**config.mk**
```make
export PLATFORM = sky130hd
export DESIGN_NAME = fsk_encoder
export DESIGN_NICKNAME = d
export VERILOG_FILES = /design/src/rtl/fsk_encoder.sv
export SDC_FILE = /design/constraint.sdc
export NUM_CORES = 1
export LEC_CHECK = 0
export ABC_AREA = 1
export ABC_CLOCK_PERIOD_IN_PS = 2150
export CORE_MARGIN = 5
export CORE_UTILIZATION = 57
export CTS_BUF_LIST = sky130_fd_sc_hd__clkbuf_4 sky130_fd_sc_hd__clkbuf_8
export DETAILED_ROUTE_END_ITERATION = 10
export PLACE_DENSITY_LB_ADDON = 0.12
export SYNTH_ARGS = -nofsm -noshare
export SYNTH_HDL_FRONTEND = slang
export SYNTH_SLANG_ARGS = --single-unit
```
**constraint.sdc**
```tcl
create_clock -name clk -period 2.15 [get_ports clk]
set_clock_uncertainty 0.2 [all_clocks]
set_input_delay 0.5375 -clock clk [delete_from_list [all_inputs] [get_ports clk]]
set_output_delay 0.5375 -clock clk [all_outputs]
set_load 0.005 [all_outputs]
```
**src/rtl/fsk_encoder.sv**
```systemverilog
// FSK transmit modulator: serialises a parallel word MSB-first as a square-wave carrier.
// Optional 1010 preamble ahead of the data when FSK_ENC_PREAMBLE_EN is defined.
module fsk_encoder #(
    parameter int DATA_W      = 8,
    parameter int HALF_1      = 4,
    parameter int HALF_0      = 10,
    parameter int CYC_PER_BIT = 2
) (
    input  logic              clk,
    input  logic              reset,
    input  logic [DATA_W-1:0] tx_data,
    input  logic              tx_valid,
    output logic              tx_ready,
    output logic              codeout,
    output logic              busy,
    output logic              bit_done
);

`ifdef FSK_ENC_PREAMBLE_EN
    localparam int PRE_W = 4;
    localparam logic [PRE_W-1:0] PREAMBLE = 4'b1010;
`else
    localparam int PRE_W = 0;
`endif
    localparam int SR_W = DATA_W + PRE_W;
    localparam int HC_W = $clog2(HALF_0 + 1);
    localparam int BC_W = $clog2(SR_W + 1);
    localparam int PC_W = $clog2(CYC_PER_BIT + 1);

    // PRE is the high phase of a preamble bit; LOW is shared by preamble and data.
`ifdef FSK_ENC_PREAMBLE_EN
    typedef enum logic [1:0] {IDLE, HIGH, LOW, PRE} state_t;
`else
    typedef enum logic [1:0] {IDLE, HIGH, LOW} state_t;
`endif

    state_t            state_q, state_d;
    state_t            hi_cur, hi_nxt, hi_first;
    logic [SR_W-1:0]   sreg_q, sreg_d, load_word;
    logic [BC_W-1:0]   bcnt_q, bcnt_d;
    logic [PC_W-1:0]   pcnt_q, pcnt_d;
    logic [HC_W-1:0]   hcnt_q, hcnt_d;
    logic              bit_done_d, codeout_d;

    function automatic logic [HC_W-1:0] half_of(input logic b);
        return b ? HC_W'(HALF_1 - 1) : HC_W'(HALF_0 - 1);
    endfunction

`ifdef FSK_ENC_PREAMBLE_EN
    // While more than DATA_W bits remain, the bit on the line belongs to the preamble.
    assign load_word = {PREAMBLE, tx_data};
    assign hi_first  = PRE;
    assign hi_cur    = (bcnt_q > BC_W'(DATA_W))     ? PRE : HIGH;
    assign hi_nxt    = (bcnt_q > BC_W'(DATA_W + 1)) ? PRE : HIGH;
`else
    assign load_word = tx_data;
    assign hi_first  = HIGH;
    assign hi_cur    = HIGH;
    assign hi_nxt    = HIGH;
`endif

    always_comb begin
        state_d    = state_q;
        sreg_d     = sreg_q;
        bcnt_d     = bcnt_q;
        pcnt_d     = pcnt_q;
        hcnt_d     = hcnt_q;
        bit_done_d = 1'b0;
        case (state_q)
            IDLE: begin
                if (tx_valid) begin
                    sreg_d  = load_word;
                    bcnt_d  = BC_W'(SR_W);
                    pcnt_d  = PC_W'(CYC_PER_BIT);
                    hcnt_d  = half_of(load_word[SR_W-1]);
                    state_d = hi_first;
                end
            end
            LOW: begin
                if (hcnt_q != '0) begin
                    hcnt_d = hcnt_q - 1'b1;
                end else if (pcnt_q > PC_W'(1)) begin
                    pcnt_d  = pcnt_q - 1'b1;
                    hcnt_d  = half_of(sreg_q[SR_W-1]);
                    state_d = hi_cur;
                end else begin
                    bit_done_d = 1'b1;
                    sreg_d     = sreg_q << 1;
                    bcnt_d     = bcnt_q - 1'b1;
                    if (bcnt_q > BC_W'(1)) begin
                        pcnt_d  = PC_W'(CYC_PER_BIT);
                        hcnt_d  = half_of(sreg_d[SR_W-1]);
                        state_d = hi_nxt;
                    end else begin
                        pcnt_d  = '0;
                        hcnt_d  = '0;
                        state_d = IDLE;
                    end
                end
            end
            default: begin
                if (hcnt_q != '0) begin
                    hcnt_d = hcnt_q - 1'b1;
                end else begin
                    hcnt_d  = half_of(sreg_q[SR_W-1]);
                    state_d = LOW;
                end
            end
        endcase
        codeout_d = (state_d != IDLE) && (state_d != LOW);
    end

    always_ff @(posedge clk or negedge reset) begin
        if (!reset) begin
            state_q  <= IDLE;
            sreg_q   <= '0;
            bcnt_q   <= '0;
            pcnt_q   <= '0;
            hcnt_q   <= '0;
            bit_done <= 1'b0;
            codeout  <= 1'b0;
        end else begin
            state_q  <= state_d;
            sreg_q   <= sreg_d;
            bcnt_q   <= bcnt_d;
            pcnt_q   <= pcnt_d;
            hcnt_q   <= hcnt_d;
            bit_done <= bit_done_d;
            codeout  <= codeout_d;
        end
    end

    assign tx_ready = (state_q == IDLE);
    assign busy     = ~tx_ready;

endmodule

```
==> out/results.ini, run 1 <==
[clock_tree]
cts_buffers = 3
ctsHoldBuffers = 0
htreeDepth = 1
insertion_delay_ns = 0.31
clock-root-buffer = clkbuf_4
cts_buffer_depth = 2
cts_sinks = 22
path_clk_slew_ns = 0.13
tritoncts = built

[sta]
drv_slew = 0
setup_violations = 0
fmax_mhz = 531.5
period_share_pct = 87.51
whs_ns = 0.3361
fin_setup_tns_ns = 0
slew-limit-headroom_pct = 81.04
hold_viol = 0
min_period_ns = 1.881
rsz0062_at_grt = false
tightestPinTransition_ns = 0.2844

[worst_setup_path]
reg2reg_slack_ns = 0.34
r2r_start = hcnt_q[0]$_DFFE_PN0P_
critPathSlowestCell = clkdlybuf4s50_1
critPathMaxFanout = 1
worstPathRequired_ns = 1.41
critPathTopFamily = buffers and inverters
critPathMaxStageDelay_ns = 0.49
path_buf_inv = 1
arrival_ns = 1.14
endpoint_kind = output port
r2r_cells = 7
critPathKind = reg -> out
r2r_end = hcnt_q[0]$_DFFE_PN0P_
cp-start-kind = flip-flop
worstPathCellList = clkdlybuf4s50_1

[global_route]
met3_usage_pct = 2.752
met1_usage_pct = 22.46
antenna_found_initial = 0
grt_pass1_vias = 1015
top_usage_layer = met2
grt_overflow_total = 0
grt_pass1_wl_um = 4236
use_met2_pct = 26.73
grtUsageTotal_pct = 16.66
grt_max_degree = 23

[routing]
vias_per_cell = 5.364
route.vias.total = 1062
finalWirelength_um = 2435
ant_nets = 0
drcViolationCount = 0
drtIter0Drc = 31
drtPass1Iterations = 4
wl_per_cell_um = 12.30

[yosys]
ys.warnings.count = 0
syn-cell-area_mm2 = 0.001234
synth_fa_ha_area_share_pct = 4.057
synthSimpleGateAreaFrac_pct = 23.63
synth_cell_types = 27
synth_top_area_share_pct = 44.62
synth_seq_cells = 22
postSynthCellCount = 152
synth_top_family_by_area = simple AND/OR/NAND/NOR gates
synth_mux_area_share_pct = 0
synth_top_cell_by_area = dfrtp_1
synth-compound-area-share_pct = 16.13
syn_nets = 167
synth_seq_area_share_pct = 44.62
synthTopCellsByArea = dfrtp_1 (45%), nand2_1 (8.5%), inv_1 (7.0%), nor2_1 (4.9%), o211ai_1 (4.3%)
synth_area_per_cell_um2 = 8.116
synth_xor_area_share_pct = 0.7099

[die]
core_mm2 = 0.002022
die_w_um = 56.52
ios = 15
die_area_mm2 = 0.003195
dieHeight_um = 56.52
num_rows = 16
initial_core_util_pct = 61.01

[run]
max_cap_violations = 0

[hold_path]
min_from = sreg_q[4]$_DFFE_PN0P_
hold_depth = 2
worstHoldEndpoint = sreg_q[4]$_DFFE_PN0P_
worstHoldPathType = reg -> reg

[place]
port_buffers = 14
globalplace.congestion = 0.8528
hpwl_um = 1775

[finish]
fill_cells = 154
nets = 187
drive_above_1_share_pct = 13.45
layout_commonest_cell = nand2_1
final_cell_mix = nand2_1 (28), inv_1 (23), dfrtp_1 (20), nor2_1 (16), clkdlybuf4s50_1 (12)
syn_to_final_growth_pct = 19.07
n_antenna_cell = 0

[pwr]
powerDensity_mw_per_mm2 = 1447
p_leak_nw = 0.7291
ir_drop_v = 0.0008876

[outcome]
status = finished clean

[power by group]
| group | switching, mW | internal, mW |
|---|---|---|
| Combinational | 0.657 | 0.422 |
| Clock | 0.127 | 0.188 |
| Sequential | 0.118 | 0.613 |
| Total | 0.902 | 1.22 |
[repair_timing]
action	4_1_cts	5_1_grt
buffers inserted	2	1
gates resized for setup	3	1
pin swaps	0	1
cloned	0	0
setup endpoints to repair	2	1
[area by class of cell]
type | instances | area [um2] | area share, %
sequential | 22 | 553.0 | 37.65
clock buffer | 3 | 22.52 | 1.533
inverter | 27 | 108.9 | 7.411
tap | 27 | 33.78 | 2.300
multi-input combinational | 100 | 549.3 | 37.39
clock inverter | 1 | 30.03 | 2.044
timing repair buffer | 18 | 171.4 | 11.67
[through the flow]
step / cells / cell area, um2 / worst slack, ns / utilization, % / total power, mW
3_5_place_dp: 191 / 1390 / 0.1382 / 68.75 / 1.769
5_1_grt: 198 / 1469 / 0.2037 / 72.65 / 2.331
4_1_cts: 197 / 1459 / 0.0003622 / 72.15 / 2.118
6_report: 198 / 1469 / 0.2686 / 72.65 / 2.126
2_1_floorplan: 152 / 1234 / 0.5925 / - / 1.535
3_3_place_gp: 191 / 1390 / 0.2097 / 68.75 / 1.716
[state kept, by name, indices dropped and copies added, names as in the netlist]
| signal | cells |
|---|---|
| bit_done | 1 |
| bcnt_q | 4 |
| codeout | 1 |
| pcnt_q | 2 |
| hcnt_q | 4 |
| sreg_q | 8 |
| state_q | 2 |
[per-layer routing]
metal | wire length (um) | vias to the layer above | share of wire [%]
met2 | 1139 | 47 | 47
met3 | 173 | 6 | 7.1
met1 | 1079 | 479 | 44
li1 | - | 530 | -
met5 | 0 | - | 0
met4 | 43 | 0 | 1.8
[how the worst max path moves through the flow]
stage / from / depth (start not counted) / end / slack, ns
6_report: codeout$_DFF_PN0_ / 1 / codeout / 0.27
5_1_grt: hcnt_q[0]$_DFFE_PN0P_ / 8 / pcnt_q[1]$_DFFE_PN0P_ / 0.20
4_1_cts: state_q[1]$_DFF_PN0_ / 3 / busy / 0.0004
3_5_place_dp: tx_valid / 8 / bcnt_q[2]$_DFFE_PN0P_ / 0.14
3_3_place_gp: tx_valid / 8 / bcnt_q[2]$_DFFE_PN0P_ / 0.21
2_1_floorplan: hcnt_q[0]$_DFFE_PN0P_ / 8 / pcnt_q[1]$_DFFE_PN0P_ / 0.59
[cells in the mapped netlist, drive strengths merged]
cell type  instances
nand2             32
xnor2              1
o21bai             1
o211ai             7
nand4              1
buf                3
ha                 4
or2                1
a31oi              1
o21ai             15
o22ai              3
a21oi              7
nand3              9
dfrtp             22
inv               27
nor2              18
[worst min-delay path: cells and delay by family, from the launching register on]
family | cells | cell delay [ns]
DFF | 1 | 0.38
buffers and inverters | 1 | 0.06
AOI/OAI and AO/OA | 1 | 0.06
[kinds of logic (layout without fill, tap and decap cells)]
kind of cell               count (synthesis)  in the layout
DFF                                       22             22
xor gates and xnor gates                   1              1
adders and majority gates                  4              4
and+or+nand+nor                           61             61
buffers and inverters                     30             49
AOI/OAI and AO/OA                         34             34
Note: power is estimated with default switching activity, not from simulation.
==> run 2, diff against run 1 <==
- SLEW_MARGIN: unset -> 25
==> results of run 2 <==
Same layout as run 1: the final DEF is identical, and so are final timing and power.
